## src/rtl/axi_pkg.sv

```systemverilog
// Shared AXI read constants, arbiter state encoding and transfer-size helper
// for the two-port read arbiter.
package axi_pkg;

  localparam logic [1:0] BURST_INCR  = 2'b01;
  localparam logic [1:0] RESP_OKAY   = 2'b00;
  localparam logic [1:0] RESP_SLVERR = 2'b10;

  typedef enum logic [1:0] {
    IDLE = 2'b00,
    ADDR = 2'b01,
    DATA = 2'b10
  } arb_state_e;

  // AXI arsize encoding (log2 of bytes per beat) for the supported R widths.
  function automatic logic [2:0] arsize_for(input int dw);
    if (dw == 64) begin
      return 3'd3;
    end else begin
      return 3'd2;
    end
  endfunction

endpackage

```

## src/rtl/rr_arb2.sv

```systemverilog
// Two-way round-robin grant: the pointer port wins ties, a lone requester always
// wins, and no grant is issued unless advance is high.
module rr_arb2 (
  input  logic [1:0] req,
  input  logic       ptr,
  input  logic       advance,
  output logic [1:0] grant
);

  // One-hot grant selection.
  always_comb begin
    grant = 2'b00;
    if (advance) begin
      case (req)
        2'b01:   grant = 2'b01;
        2'b10:   grant = 2'b10;
        2'b11:   grant = ptr ? 2'b10 : 2'b01;
        default: grant = 2'b00;
      endcase
    end else begin
      grant = 2'b00;
    end
  end

endmodule

```

## src/rtl/axi_read_arbiter.sv

```systemverilog
// Two-requester AXI read arbiter with one burst outstanding at a time.
// Define AXI_ARB_ERR_STATUS_EN to enable per-port sticky error-response status.
module axi_read_arbiter
  import axi_pkg::*;
#(
  parameter int ADDRESS_WIDTH = 8,
  parameter int DATA_WIDTH    = 32
) (
  input  logic                       aclk,
  input  logic                       rst,
  input  logic [2*ADDRESS_WIDTH-1:0] m_araddr,
  input  logic [15:0]                m_arlen,
  input  logic [1:0]                 m_arvalid,
  output logic [1:0]                 m_arready,
  output logic [DATA_WIDTH-1:0]      m_rdata,
  output logic [1:0]                 m_rresp,
  output logic                       m_rlast,
  output logic [1:0]                 m_rvalid,
  input  logic [1:0]                 m_rready,
  output logic [ADDRESS_WIDTH-1:0]   araddr,
  output logic [7:0]                 arlen,
  output logic [2:0]                 arsize,
  output logic [1:0]                 arburst,
  output logic                       arvalid,
  input  logic                       arready,
  input  logic [DATA_WIDTH-1:0]      rdata,
  input  logic [1:0]                 rresp,
  input  logic                       rlast,
  input  logic                       rvalid,
  output logic                       rready,
  output logic [1:0]                 err_sticky,
  input  logic [1:0]                 err_clr
);

  localparam logic [2:0] ARSIZE_C = arsize_for(DATA_WIDTH);

  arb_state_e               state_r;
  logic                     ptr_r;
  logic                     gnt_r;
  logic [ADDRESS_WIDTH-1:0] araddr_r;
  logic [7:0]               arlen_r;
  logic                     arvalid_r;
  logic [1:0]               grant_s;
  logic                     beat_s;

  rr_arb2 u_rr_arb2 (
    .req     (m_arvalid),
    .ptr     (ptr_r),
    .advance (state_r == IDLE),
    .grant   (grant_s)
  );

  assign araddr  = araddr_r;
  assign arlen   = arlen_r;
  assign arsize  = ARSIZE_C;
  assign arburst = BURST_INCR;
  assign arvalid = arvalid_r;

  assign m_arready = grant_s;
  assign m_rdata   = rdata;
  assign m_rresp   = rresp;
  assign m_rlast   = rlast;
  assign beat_s    = (state_r == DATA) && rvalid && rready;

  // R-channel steering toward the granted port while a burst is in DATA.
  always_comb begin
    m_rvalid = 2'b00;
    rready   = 1'b0;
    if (state_r == DATA) begin
      m_rvalid = gnt_r ? {rvalid, 1'b0} : {1'b0, rvalid};
      rready   = m_rready[gnt_r];
    end else begin
      m_rvalid = 2'b00;
      rready   = 1'b0;
    end
  end

  // Arbiter FSM: grant and latch in IDLE, hold AR in ADDR, stream beats in DATA.
  always_ff @(posedge aclk) begin
    if (rst) begin
      state_r   <= IDLE;
      ptr_r     <= 1'b0;
      gnt_r     <= 1'b0;
      araddr_r  <= {ADDRESS_WIDTH{1'b0}};
      arlen_r   <= 8'd0;
      arvalid_r <= 1'b0;
    end else begin
      case (state_r)
        IDLE: begin
          if (|grant_s) begin
            gnt_r     <= grant_s[1];
            araddr_r  <= grant_s[1] ? m_araddr[2*ADDRESS_WIDTH-1:ADDRESS_WIDTH]
                                    : m_araddr[ADDRESS_WIDTH-1:0];
            arlen_r   <= grant_s[1] ? m_arlen[15:8] : m_arlen[7:0];
            arvalid_r <= 1'b1;
            state_r   <= ADDR;
          end
        end
        ADDR: begin
          if (arready) begin
            arvalid_r <= 1'b0;
            state_r   <= DATA;
          end
        end
        DATA: begin
          // The port just served loses priority on the next contested grant.
          if (beat_s && rlast) begin
            ptr_r   <= ~gnt_r;
            state_r <= IDLE;
          end
        end
        default: begin
          arvalid_r <= 1'b0;
          state_r   <= IDLE;
        end
      endcase
    end
  end

`ifdef AXI_ARB_ERR_STATUS_EN
  // Sticky error flags; a new error beat beats a simultaneous clear.
  always_ff @(posedge aclk) begin
    if (rst) begin
      err_sticky <= 2'b00;
    end else begin
      for (int g = 0; g < 2; g++) begin
        if (beat_s && (gnt_r == g[0]) && (rresp != RESP_OKAY)) begin
          err_sticky[g] <= 1'b1;
        end else if (err_clr[g]) begin
          err_sticky[g] <= 1'b0;
        end else begin
          err_sticky[g] <= err_sticky[g];
        end
      end
    end
  end
`else
  logic unused_err_clr_s;
  assign unused_err_clr_s = ^err_clr;
  assign err_sticky       = 2'b00;
`endif

endmodule

```

## config.mk

```make
export PLATFORM = sky130hd
export DESIGN_NAME = axi_read_arbiter
export DESIGN_NICKNAME = d
export VERILOG_FILES = /design/src/rtl/axi_pkg.sv /design/src/rtl/rr_arb2.sv /design/src/rtl/axi_read_arbiter.sv
export SDC_FILE = /design/constraint.sdc
export NUM_CORES = 1
export LEC_CHECK = 0
export ABC_AREA = 1
export BUFFER_PORTS_ARGS = -buffer_cell sky130_fd_sc_hd__buf_2
export CAP_MARGIN = 20
export CORE_AREA = 2 2 71 73
export CTS_CLUSTER_DIAMETER = 40
export DETAILED_ROUTE_END_ITERATION = 16
export DIE_AREA = 0 0 73 75
export MAX_ROUTING_LAYER = met4
export PLACE_DENSITY = 0.74
export SYNTH_ARGS = -nofsm -noshare
export SYNTH_HDL_FRONTEND = slang
export SYNTH_SLANG_ARGS = --single-unit
```

## constraint.sdc

```tcl
create_clock -name aclk -period 1.1 [get_ports aclk]
set_input_delay 0.11 -clock aclk [delete_from_list [all_inputs] [get_ports aclk]]
set_output_delay 0.11 -clock aclk [all_outputs]
set_load 0.01 [all_outputs]
```

After elaboration in Yosys (flattened, before gate mapping)
Cells that the tools add are included.
{"block": "op_classes", "magnitude_cmp": 1, "n_eq_ne": 8, "mux": 17, "bitwise": 2, "n_reduce_logical": 9}
{"op": "8-bit two-way mux", "n": 2}
{"op": "2-bit two-way mux", "n": 7}
{"op": "2-bit case mux with 3 select lines", "n": 2}
{"op": "2-bit equality test (second input constant)", "n": 3}
{"op": "3-bit AND reduction", "n": 2}
{"op": "1-bit two-way mux", "n": 5}
{"op": "2-bit by 1-bit equality test with 1-bit output (second input constant)", "n": 2}
{"op": "2-bit != test (second input constant)", "n": 2}
{"op": "2-bit AND reduction", "n": 2}
{"op": "1-bit logical AND", "n": 3}
{"op": "1-bit case mux with 3 select lines", "n": 1}
{"op": "2-bit logical NOT", "n": 1}
{"op": "1-bit by 2-bit < comparator with 1-bit output (second input constant)", "n": 1}
{"op": "2-bit by 1-bit != test with 1-bit output (second input constant)", "n": 1}
{"op": "1-bit NOT", "n": 2}
{"op": "2-bit OR reduction", "n": 1}
{"block": "totals", "register_bits": 21, "out_inout_bits": 64, "wordCells": 43}

Logic depth before layout (Yosys ltp)
Gate-level depths: netlist (run 1).
{"block": "logic_depth", "word_depth": 7, "mapped_depth": 8}

Modules after synthesis
A second synthesis (run 1) with hierarchy kept.
{"block": "unflattened", "cells_unflattened": 209, "hier_area_um2": 1377.6}
{"module": "axi_read_arbiter", "n_inst": 1, "cells_each": 204, "area_per_inst_um2": 1356.3, "seq_area_each_um2": 420.4}
{"module": "rr_arb2", "n_inst": 1, "cells_each": 5, "area_per_inst_um2": 21.3, "seq_area_each_um2": 0.0}

Least setup slack after synthesis (run 1)
Ideal clock, no wire load.
{"block": "synth_timing", "path_kind": "reg2reg", "startpoint": "register state_r[1]", "endpoint": "register araddr_r[3], in the netlist araddr[3]", "t_arrival_ns": 1.101, "t_required_ns": 0.991, "slack_ns": -0.111, "path_stages_with_launch": 8, "path_cell_list": "dfxtp_1 > nor2_4 > nand3_2 > buf_4 > nand2_1 > nand3_1 > nand2_1 > inv_1"}
{"block": "synth_via", "elab_chain_cells": 4, "word_cells_on_any_way": 5, "cone_classes": "2 x mux; 3 x reduce/logical"}
{"element": "start, declared", "line": "axi_read_arbiter.sv:37", "source": "arb_state_e state_r;"}
{"element": "start signal, assigned", "line": "axi_read_arbiter.sv:81", "source": "state_r <= IDLE;"}
{"element": "start signal, assigned", "line": "axi_read_arbiter.sv:96", "source": "state_r <= ADDR;"}
{"element": "start signal, assigned", "line": "axi_read_arbiter.sv:102", "source": "state_r <= DATA;"}
{"element": "2-bit logical NOT *", "line": "axi_read_arbiter.sv:49, axi_read_arbiter.sv:88"}
{"element": "2-bit two-way mux", "line": "rr_arb2.sv:13", "source": "if (advance) begin"}
{"element": "2-bit OR reduction", "line": "axi_read_arbiter.sv:90", "source": "if (|grant_s) begin"}
{"element": "2-bit AND reduction (no source line)"}
{"element": "end signal, assigned", "line": "axi_read_arbiter.sv:84", "source": "araddr_r <= {ADDRESS_WIDTH{1'b0}};"}
{"element": "end signal, assigned", "line": "axi_read_arbiter.sv:92", "source": "araddr_r <= grant_s[1] ? m_araddr[2*ADDRESS_WIDTH-1:ADDRESS_WIDTH]"}
{"element": "end, declared", "line": "axi_read_arbiter.sv:40", "source": "logic [ADDRESS_WIDTH-1:0] araddr_r;"}
Mark *: on every way between the ends. The rest lies on a longest branch, timed or not.
A chain may end at the register's enable or synchronous reset.

Final worst setup path (run 1)
{"block": "layout_timing", "startpoint": "register state_r[0]", "endpoint": "output port m_rvalid[0]"}
{"block": "layout_via", "elab_chain_cells": 2}
{"element": "2-bit equality test", "line": "axi_read_arbiter.sv:69", "source": "if (state_r == DATA) begin"}
{"element": "2-bit two-way mux", "line": "axi_read_arbiter.sv:69"}
{"element": "end, declared", "line": "axi_read_arbiter.sv:18", "source": "output logic [1:0] m_rvalid,"}
No other way between the ends.

==> results of run 1 <==
area by class of cell:
class                      count  share of cell area (%)
timing repair buffer          80                    27.4
clock buffer                   4                    2.41
multi-input combinational    121                    34.3
tap                           54                    3.61
inverter                      46                    9.37
sequential                    21                    23.0
registers in the layout (all words and copies together) (netlist names):
signal	flops
state_r	2
gnt_r	1
arvalid	1
ptr_r	1
arlen	8
araddr	8
worst reg2reg max path, delay by kind of cell (launching register included):
kind / cells / cell delay (ns)
AOI/OAI and AO/OA: 1 / 0.11
buffers and inverters: 2 / 0.28
DFF: 1 / 0.37
and+or+nand+nor: 4 / 0.41
per-stage QoR:
stage	instances	power (mW)
floorplan	238	1.48
global placement	316	1.62
detailed placement	316	1.63
CTS	326	2.27
global route	326	2.43
finish	326	2.25
worst paths after layout:
path	from	endpoint	slack, ns	cells past startpoint
setup / recovery	state_r[0]$_SDFFE_PP0P_	m_rvalid[0]	-0.16	5
hold reg to reg	arvalid$_SDFFE_PP0P_	arvalid$_SDFFE_PP0P_	0.46	2
hold / removal	m_arlen[6]	arlen[6]$_SDFFE_PP0P_	0.14	5
setup reg to reg	state_r[0]$_SDFFE_PP0P_	arvalid$_SDFFE_PP0P_	-0.13	7
Yosys cell counts:
library cell / count
nand4_1: 1
a21oi_2: 1
o21ai_2: 1
nand2_1: 41
nand3b_1: 1
nor2_1: 8
conb_1: 2
inv_1: 46
buf_4: 45
o21ai_0: 1
nor3_1: 1
nand3_1: 36
nor4_1: 1
clkbuf_1: 2
buf_2: 1
dfxtp_1: 21
buf_6: 2
a21oi_1: 20
nand3_2: 1
nor2_4: 1
power by group:
part           total (mW)  switching [mW]  internal [mW]
Combinational       0.831           0.442          0.390
Sequential          0.905          0.0536          0.851
Clock               0.509           0.251          0.258
Total                2.25           0.746           1.50
repair_timing:
item	4_1_cts	5_1_grt
resized for setup	29	11
pin swaps	12	5
hold buffers	0	0
endpoints found under the setup margin	25	26
setup buffers	6	1
logic make-up after synthesis:
family | synth area share [%]
buffers and inverters | 36.2
AND/OR/NAND/NOR | 27.2
AO/OA/AOI/OAI | 8.14
flip-flops | 27.9
other | 0.499
per-layer routing:
| layer | vias up | share of wire (%) | wire length [um] | track usage (%) |
|---|---|---|---|---|
| li1 | 742 | - | - | - |
| met1 | 664 | 40 | 1510 | 16.2 |
| met2 | 72 | 51 | 1910 | 24.4 |
| met3 | 12 | 7.5 | 283 | 3.88 |
| met4 | 0 | 1.8 | 67 | 5.35 |
| met5 | - | 0 | 0 | - |
==> flow_summary.toml, run 1 <==
[cts]
clk_transition_reported_paths_ns = 0.08
tritoncts = "yes"
cts_max_path_buffers = 2
cts_sinks = 21
clock-root-buffer = "clkbuf_8"
clkLatencyLatePin_ns = 0.26
cts_buffers = 3
h-tree-depth = 1

[worst_hold_path]
timing.hold.worst.class = "in2reg"

[critical_path]
timing.critical_path.required_ns = 0.99
critical_path.cell_chain = "buf_6 > nor2_4 > nand2_2 > nor2_1 > buf_2"
critical_path.slowest_cell = "dfxtp_4"
timing.critical_path.buf_inv = 2
worst-path-max-fanout = 3
setup_cp_type = "reg2out"
worst_path_dominant_cell_family = "flip-flops"
worstSetupStartpointType = "flop"
cp_slowest_stage_delay_ns = 0.37
cp_data_arrival_time_ns = 1.15
worst_setup_path_end_kind = "output pin"

[synth]
synth_cell_type_count = 20
synth_area_leaders = "dfxtp_1, buf_4, nand3_1, inv_1, nand2_1"
synth_seq_area_share_pct = 27.9
synth-seq-cells = 21
post-synth-top-area-cell = "dfxtp_1"
synth_warnings = 0
post_synth_instance_area_um2 = 1510
synth_cells = 233
post-synth-top-area-fraction_pct = 27.9
avg_synthesized_cell_area_um2 = 6.47

[sta]
hold_violations_final = 0
rsz0062_at_grt = "true"
finalSetupTns_ns = -1.75
whs_ns = 0.139
max_slew_violations = 0
timing.final.ws_setup_ns = -0.163
timing.final.crit_share_pct = 115
period_needed_ns = 1.26
max_clock_freq_mhz = 792
worst_clock_skew_ns = 0.000545
endpoints_failing_setup = 23

[floorplanning]
floorplan.die.width_um = 73
fp.coreArea_um2 = 4660
rows = 25
die_area_um2 = 5480
io_pins = 141
start_util_pct = 32.3
dieHeight_um = 75

[grt]
global_route_total_overflow = 0
number_of_global_route_vias_before_repair = 1375
grt_pass1_wl_um = 6050
grt_max_degree = 22
grt_usage_pct = 14.4
number_of_antenna_violations_at_the_first_check_in_global_routing = 0

[cells_and_area]
finalNetCount = 350
final_util_pct = 40.1
highest_count_cells_in_the_layout_ignoring_fill_and_taps = "buf_2, inv_1, nand2_1, nand3_1, a21oi_1"
post_route_cells_drive_above_1_share_pct = 40.4
antenna_cells = 0
multi_input_comb_area_um2 = 641
final_common_cell = "buf_2"
synthToLayoutAreaGrowth_pct = 24.1
finalInstanceArea_um2 = 1870
fillerInstances = 492
layout.area.seq_um2 = 429

[routing]
drt_first_pass_iters = 4
routed_wire_length_per_instance_um = 11.6
remaining_drc_errors = 0
final_antenna_net_count = 0
wirelength_um = 3780
via_count = 1490
vias_per_cell = 4.57
dr.first_iter.drc_count = 61

[place]
hpwl_um = 2700
place_area_um2 = 1650
buffer_ports.inserted = 63
place_congestion = 0.790
dp_worst_setup_slack_ns = -0.103

[power]
pwr_density_cell_nw_per_um2 = 1200
maximum_ir_drop_on_the_vdd_rail_uv = 694
leakagePower_nw = 1.06

[status]
violated_checks = "negative setup slack"
outcome = "finished with violations"

[job]
max-cap-violations = 0
(Power assumes the default switching activity.)
==> run 2, diff against run 1 <==
- GPL_TIMING_DRIVEN: default -> 0
==> run 2 against run 1 <==
Against the previous run: the run still ends with negative setup slack left; critical path depth grew 3; cell count grew 23%; routed wire length grew 7.7%; sequential share of layout area shrank 4.8 points; die area is the same; global-route usage grew 0.65 points; fmax shrank 2.5%; first-iteration DRC count grew 25%; sequential power is essentially flat; power grew 10%; cell area grew 27%; via count grew 15%; largest cell class is now buffers.
==> flow_summary.toml, run 2 (synthesis gave the netlist of run 1 again) <==
[status]
outcome = "finished with violations"
violated_checks = "negative setup slack"

[routing]
wirelength_um = 4070
final_antenna_net_count = 0
via_count = 1717
drt_first_pass_iters = 4
vias_per_cell = 4.27
routed_wire_length_per_instance_um = 10.1
dr.first_iter.drc_count = 76
remaining_drc_errors = 0

[job]
max-cap-violations = 0

[cells_and_area]
synthToLayoutAreaGrowth_pct = 57.3
multi_input_comb_area_um2 = 666
layout.area.seq_um2 = 430
highest_count_cells_in_the_layout_ignoring_fill_and_taps = "buf_2, buf_4, inv_1, nand2_1, nand3_1"
antenna_cells = 0
fillerInstances = 460
finalNetCount = 426
post_route_cells_drive_above_1_share_pct = 54.0
final_util_pct = 50.8
final_common_cell = "buf_2"

[grt]
number_of_antenna_violations_at_the_first_check_in_global_routing = 0
grt_pass1_wl_um = 6330
grt_max_degree = 14
grt_usage_pct = 15.0
number_of_global_route_vias_before_repair = 1423
global_route_total_overflow = 0

[cts]
clkLatencyLatePin_ns = 0.26
h-tree-depth = 1
cts_sinks = 21
cts_max_path_buffers = 2
tritoncts = "yes"
clock-root-buffer = "clkbuf_8"
cts_buffers = 3
clk_transition_reported_paths_ns = 0.08

[place]
buffer_ports.inserted = 97
hpwl_um = 3120
place_congestion = 0.713

[sta]
max_slew_violations = 0
timing.final.ws_setup_ns = -0.195
hold_violations_final = 0
rsz0062_at_grt = "true"
max_clock_freq_mhz = 772
endpoints_failing_setup = 24
worst_pin_slew_ns = 0.647
period_needed_ns = 1.30
finalSetupTns_ns = -3.27
timing.final.crit_share_pct = 118
worst_clock_skew_ns = 0.00453
slew_headroom_pct = 56.9
whs_ns = 0.114

[worst_hold_path]
timing.hold.worst.class = "in2reg"
hold_path_end = "arlen[4]$_SDFFE_PP0P_"
min_path_cells = 4
min_from = "rst"

[power]
maximum_ir_drop_on_the_vdd_rail_uv = 441
pwr-share-seq_pct = 36.5
pwr_density_cell_nw_per_um2 = 1050
leakagePower_nw = 1.39
net-switching-power_uw = 839
internal_power_mw = 1.64
share_comb_of_total_power_pct = 42.6
clock_power_share_pct = 20.9
netSwitchingFraction_pct = 33.9
total_power_mw = 2.48

[floorplanning]
start_util_pct = 32.3
dieHeight_um = 75
floorplan.die.width_um = 73
rows = 25
die_area_um2 = 5480
fp.coreArea_um2 = 4660
io_pins = 141

[critical_path]
worst_r2r_endpoint = "araddr[6]$_SDFFE_PP0P_"
worstSetupStartpointType = "flop"
setup.reg_to_reg.worst_slack_ns = -0.20
cp_data_arrival_time_ns = 1.51
timing.critical_path.required_ns = 1.31
worst_setup_path_end_kind = "flop"
startpoint = "state_r[0]$_SDFFE_PP0P_"
r2r.worst_path.cells = 8
setup_cp_type = "reg2reg"
r2r-start = "state_r[0]$_SDFFE_PP0P_"
worst-path-max-fanout = 10
==> run 2: cell types whose count changed in the layout (fill, tap and decap cells not counted), moves of 2 or more <==
cell     delta
a21oi_1     -9
buf_4      +41
nand3_1     +2
buf_6       -2
a21oi_4     +2
buf_2      +34
nand3_2     -2
a21oi_2     +7
nand2_2     -6
nand2_1     +6
==> run 2: stage by stage <==
| step | area, um2 | instances | worst slack (ns) |
|---|---|---|---|
| floorplan | 1540 | 238 | -0.0784 |
| global placement | 2090 | 389 | -0.280 |
| detailed placement | 2090 | 389 | -0.294 |
| CTS | 2320 | 402 | -0.167 |
| global route | 2370 | 402 | -0.269 |
| finish | 2370 | 402 | -0.195 |
==> run 2: worst max path at each step <==
stage	endpoint	slack [ns]	cells past startpoint
2_1_floorplan	araddr[6]$_SDFFE_PP0P_	-0.08	7
3_3_place_gp	araddr[5]$_SDFFE_PP0P_	-0.28	7
3_5_place_dp	arlen[3]$_SDFFE_PP0P_	-0.29	7
4_1_cts	m_rvalid[1]	-0.17	5
5_1_grt	araddr[3]$_SDFFE_PP0P_	-0.27	8
6_report	araddr[6]$_SDFFE_PP0P_	-0.20	8
==> run 2: layout make-up <==
type	instances	area share, %
buffer	50	16.7
clock buffer	3	1.74
clock inverter	1	0.317
inverter	46	7.39
multi-input combinational	121	28.1
sequential	21	18.2
tap	54	2.85
timing repair buffer	106	24.8
==> run 2: worst max-delay path, cell delays in order, from the launching register on <==
cell	delay, ns
dfxtp_4	0.38
nor2_4	0.15
buf_6	0.14
o21ai_4	0.06
buf_6	0.14
buf_12	0.14
a21oi_1	0.12
nand2_1	0.07
inv_1	0.04
==> run 2: timing repair <==
action                                 4_1_cts  5_1_grt
hold buffers                                 0        0
setup buffers                                9        0
gates resized for setup                     26       16
pin swaps                                    5        4
endpoints found under the hold margin        0        0
setup endpoints to repair                   25       26
==> run 2: metal layers <==
metal / routed length [um] / vias to the layer above / track usage (%) / part of all wire [%]
met5: 0 / - / - / 0
met2: 2070 / 77 / 25.0 / 51
met3: 314 / 2 / 2.28 / 7.7
li1: - / 892 / - / -
met4: 8 / 0 / 3.50 / 0.20
met1: 1670 / 746 / 19.3 / 41
==> run 2: power groups by stage <==
stage	registers (mW)	logic (mW)	clock network [mW]
CTS	0.903	1.02	0.543
floorplan	0.958	0.526	0
global route	0.916	1.18	0.568
detailed placement	0.921	0.878	0
finish	0.904	1.06	0.517
global placement	0.917	0.864	0
==> run 3, diff against run 2 <==
- ABC_AREA: 1 -> default
- CORE_AREA: 2 2 71 73 -> 2 2 70 72
- DIE_AREA: 0 0 73 75 -> 0 0 72 74
- PLACE_DENSITY: 0.74 -> 0.75
- SLEW_MARGIN: default -> 20
==> run 3 against run 2 <==
Against the previous run: sequential share of layout area up 0.40 points; die area down 2.7%; first-iteration DRC count up 64%; worst setup slack worse by 0.40 ns; via count unchanged; clock power up 3.9%; hold slack worse by 0.051 ns; critical path depth down 3; utilization down 0.26 points; the run still ends with negative setup slack left; clock skew up 0.0024 ns; flip-flop and latch count unchanged.
==> flow_summary.toml, run 3 <==
[routing]
final_antenna_net_count = 0
dr.first_iter.drc_count = 125
remaining_drc_errors = 0
drt_first_pass_iters = 4
routed_wire_length_per_instance_um = 14.0
via_count = 1717
wirelength_um = 4760
vias_per_cell = 5.04

[grt]
global_route.usage.met1_pct = 20.5
number_of_global_route_vias_before_repair = 1594
global_route_total_overflow = 0
grt_max_degree = 13
global_route.usage.met3_pct = 1.76
global_routing_met2_resource_utilization_pct = 30.0
number_of_antenna_violations_at_the_first_check_in_global_routing = 0
grt_pass1_wl_um = 7120
grt_usage_pct = 17.2
gr-max-usage-layer = "met2"

[synth]
synth_warnings = 0
synth_simple_gate_area_share_pct = 19.1
synth_cells = 176
avg_synthesized_cell_area_um2 = 8.25
synth_cell_type_count = 28
synth_ff_type = "dfxtp_1"
synthArstFlopShare_pct = 0
synth-edff-count = 0
post_synth_xor_area_fraction_pct = 0
synth-adder-area-share_pct = 0
synth-seq-cells = 21
post-synth-top-area-fraction_pct = 28.9
synth_area_leaders = "dfxtp_1, buf_4, a311oi_2, nand4_1, o21ai_0"
synth_compound_area_share_pct = 22.2
synth_top_family_by_area = "buffers and inverters"
synthMostInstantiatedCell = "buf_4"
synth.mux.area_fraction_pct = 1.46
post-synth-top-area-cell = "dfxtp_1"
synth_seq_area_share_pct = 28.9
synth_commonest_cells = "buf_4, dfxtp_1, o21ai_0"
post_synth_instance_area_um2 = 1450

[place]
place_area_um2 = 2050
dp_worst_setup_slack_ns = -0.646
place_congestion = 0.756
buffer_ports.inserted = 97
hpwl_um = 3370

[cts]
clk_transition_reported_paths_ns = 0.09
postCtsHoldBufs = 0
h-tree-depth = 1
cts_max_path_buffers = 2
tritoncts = "yes"
cts_buffers = 3
cts_sinks = 21
clock-root-buffer = "clkbuf_8"
clkLatencyLatePin_ns = 0.27

[sta]
worst_pin_slew_ns = 0.720
timing.final.ws_setup_ns = -0.592
max_clock_freq_mhz = 591
max_slew_violations = 0
endpoints_failing_setup = 24
whs_ns = 0.0633
rsz0062_at_grt = "true"
hold_violations_final = 0
period_needed_ns = 1.69
slew_headroom_pct = 52.0
timing.final.crit_share_pct = 154
worst_clock_skew_ns = 0.00694

[floorplanning]
die_area_um2 = 5330
io_pins = 141
start_util_pct = 31.6
rows = 25
dieHeight_um = 74
fp.coreArea_um2 = 4600
floorplan.die.width_um = 72

[critical_path]
critical_path.cell_chain = "or3b_4 > or2_4 > buf_12 > inv_4 > buf_6"
worst_setup_path_end_kind = "output pin"
cp_data_arrival_time_ns = 1.58
setup_cp_type = "reg2out"
critical_path.slowest_cell = "or3b_4"
cp_slowest_stage_delay_ns = 0.42
worstSetupStartpointType = "flop"
worst-path-max-fanout = 6
timing.critical_path.required_ns = 0.99

[worst_hold_path]
timing.hold.worst.class = "in2reg"

[cells_and_area]
fillerInstances = 487
finalNetCount = 365
final_util_pct = 50.6
final_common_cell = "buf_2"
antenna_cells = 0
highest_count_cells_in_the_layout_ignoring_fill_and_taps = "buf_2, buf_4, o21ai_0, dfxtp_1"
post_route_cells_drive_above_1_share_pct = 67.9
synthToLayoutAreaGrowth_pct = 60.1
finalInstanceArea_um2 = 2330

[power]
pwr_density_cell_nw_per_um2 = 998
maximum_ir_drop_on_the_vdd_rail_uv = 414
leakagePower_nw = 1.11

[status]
outcome = "finished with violations"
violated_checks = "negative setup slack"

[job]
max-cap-violations = 0
-- run 3: cell count changes in the layout (fill, tap and decap cells not counted), moves of 4 or more --
cell	change
inv_1	-41
nand2_1	-36
nand3_1	-31
o21ai_0	+18
a311oi_2	+16
nand4_1	+15
nor3_1	+12
a21oi_1	-8
a21oi_2	-8
nand3_2	-5
nor2_1	-4
-- run 3: area by class of cell --
class | instances | area, um2 | share of cell area, %
sequential | 21 | 432 | 18.6
timing repair buffer | 105 | 563 | 24.2
clock buffer | 3 | 41.3 | 1.78
inverter | 2 | 10.0 | 0.430
buffer | 54 | 408 | 17.5
multi-input combinational | 101 | 800 | 34.4
clock inverter | 1 | 5.00 | 0.215
tap | 54 | 67.6 | 2.90
-- run 3: where the power goes --
part	internal (mW)	leakage, nW	total (mW)	switching [mW]
sequential	0.834	0.175	0.876	0.0420
clock	0.253	0.0255	0.537	0.284
combinational	0.456	0.909	0.909	0.453
-- run 3: final timing paths --
kind / from / to / slack (ns) / cells after the start
hold / removal: arready / state_r[0]$_SDFFE_PP0P_ / 0.06 / 2
hold reg to reg: arvalid$_SDFFE_PP0P_ / arvalid$_SDFFE_PP0P_ / 0.48 / 2
setup reg to reg: state_r[1]$_SDFFE_PP0P_ / arlen[3]$_SDFFE_PP0P_ / -0.56 / 5
setup / recovery: state_r[1]$_SDFFE_PP0P_ / m_arready[1] / -0.59 / 5
-- run 3: repair_timing --
item	in CTS	in global routing
resized for setup	17	44
gates cloned	0	0
setup buffers	4	4
pin swaps	2	2
setup endpoints to repair	24	25
-- run 3: stage by stage --
step	TNS (ns)	power, mW	std cells
after detailed placement	-11.28	1.66	332
final	-10.72	2.32	341
after CTS	-13.28	2.25	339
after global placement	-10.66	1.65	332
after global routing	-11.63	2.43	341
after floorplan	-8.39	1.37	181
-- run 3: worst max-delay path: cells and delay by family (launching register included) --
family                 cells  cell delay, ns
AND/OR/NAND/NOR            2            0.68
flip-flops                 1            0.38
buffers and inverters      3            0.26
-- run 3: layer usage --
metal  share of wire [%]  up-vias
li1                    -      817
met1                  42      807
met2                  49       86
met3                 7.6        7
met4                 1.8        0
met5                   0        -
-- run 3: cells by family after synthesis --
kind of cell / Yosys count
buffers and inverters: 59
AND/OR/NAND/NOR: 51
AO/OA/AOI/OAI: 41
flip-flops: 21
multiplexers: 2
other: 2
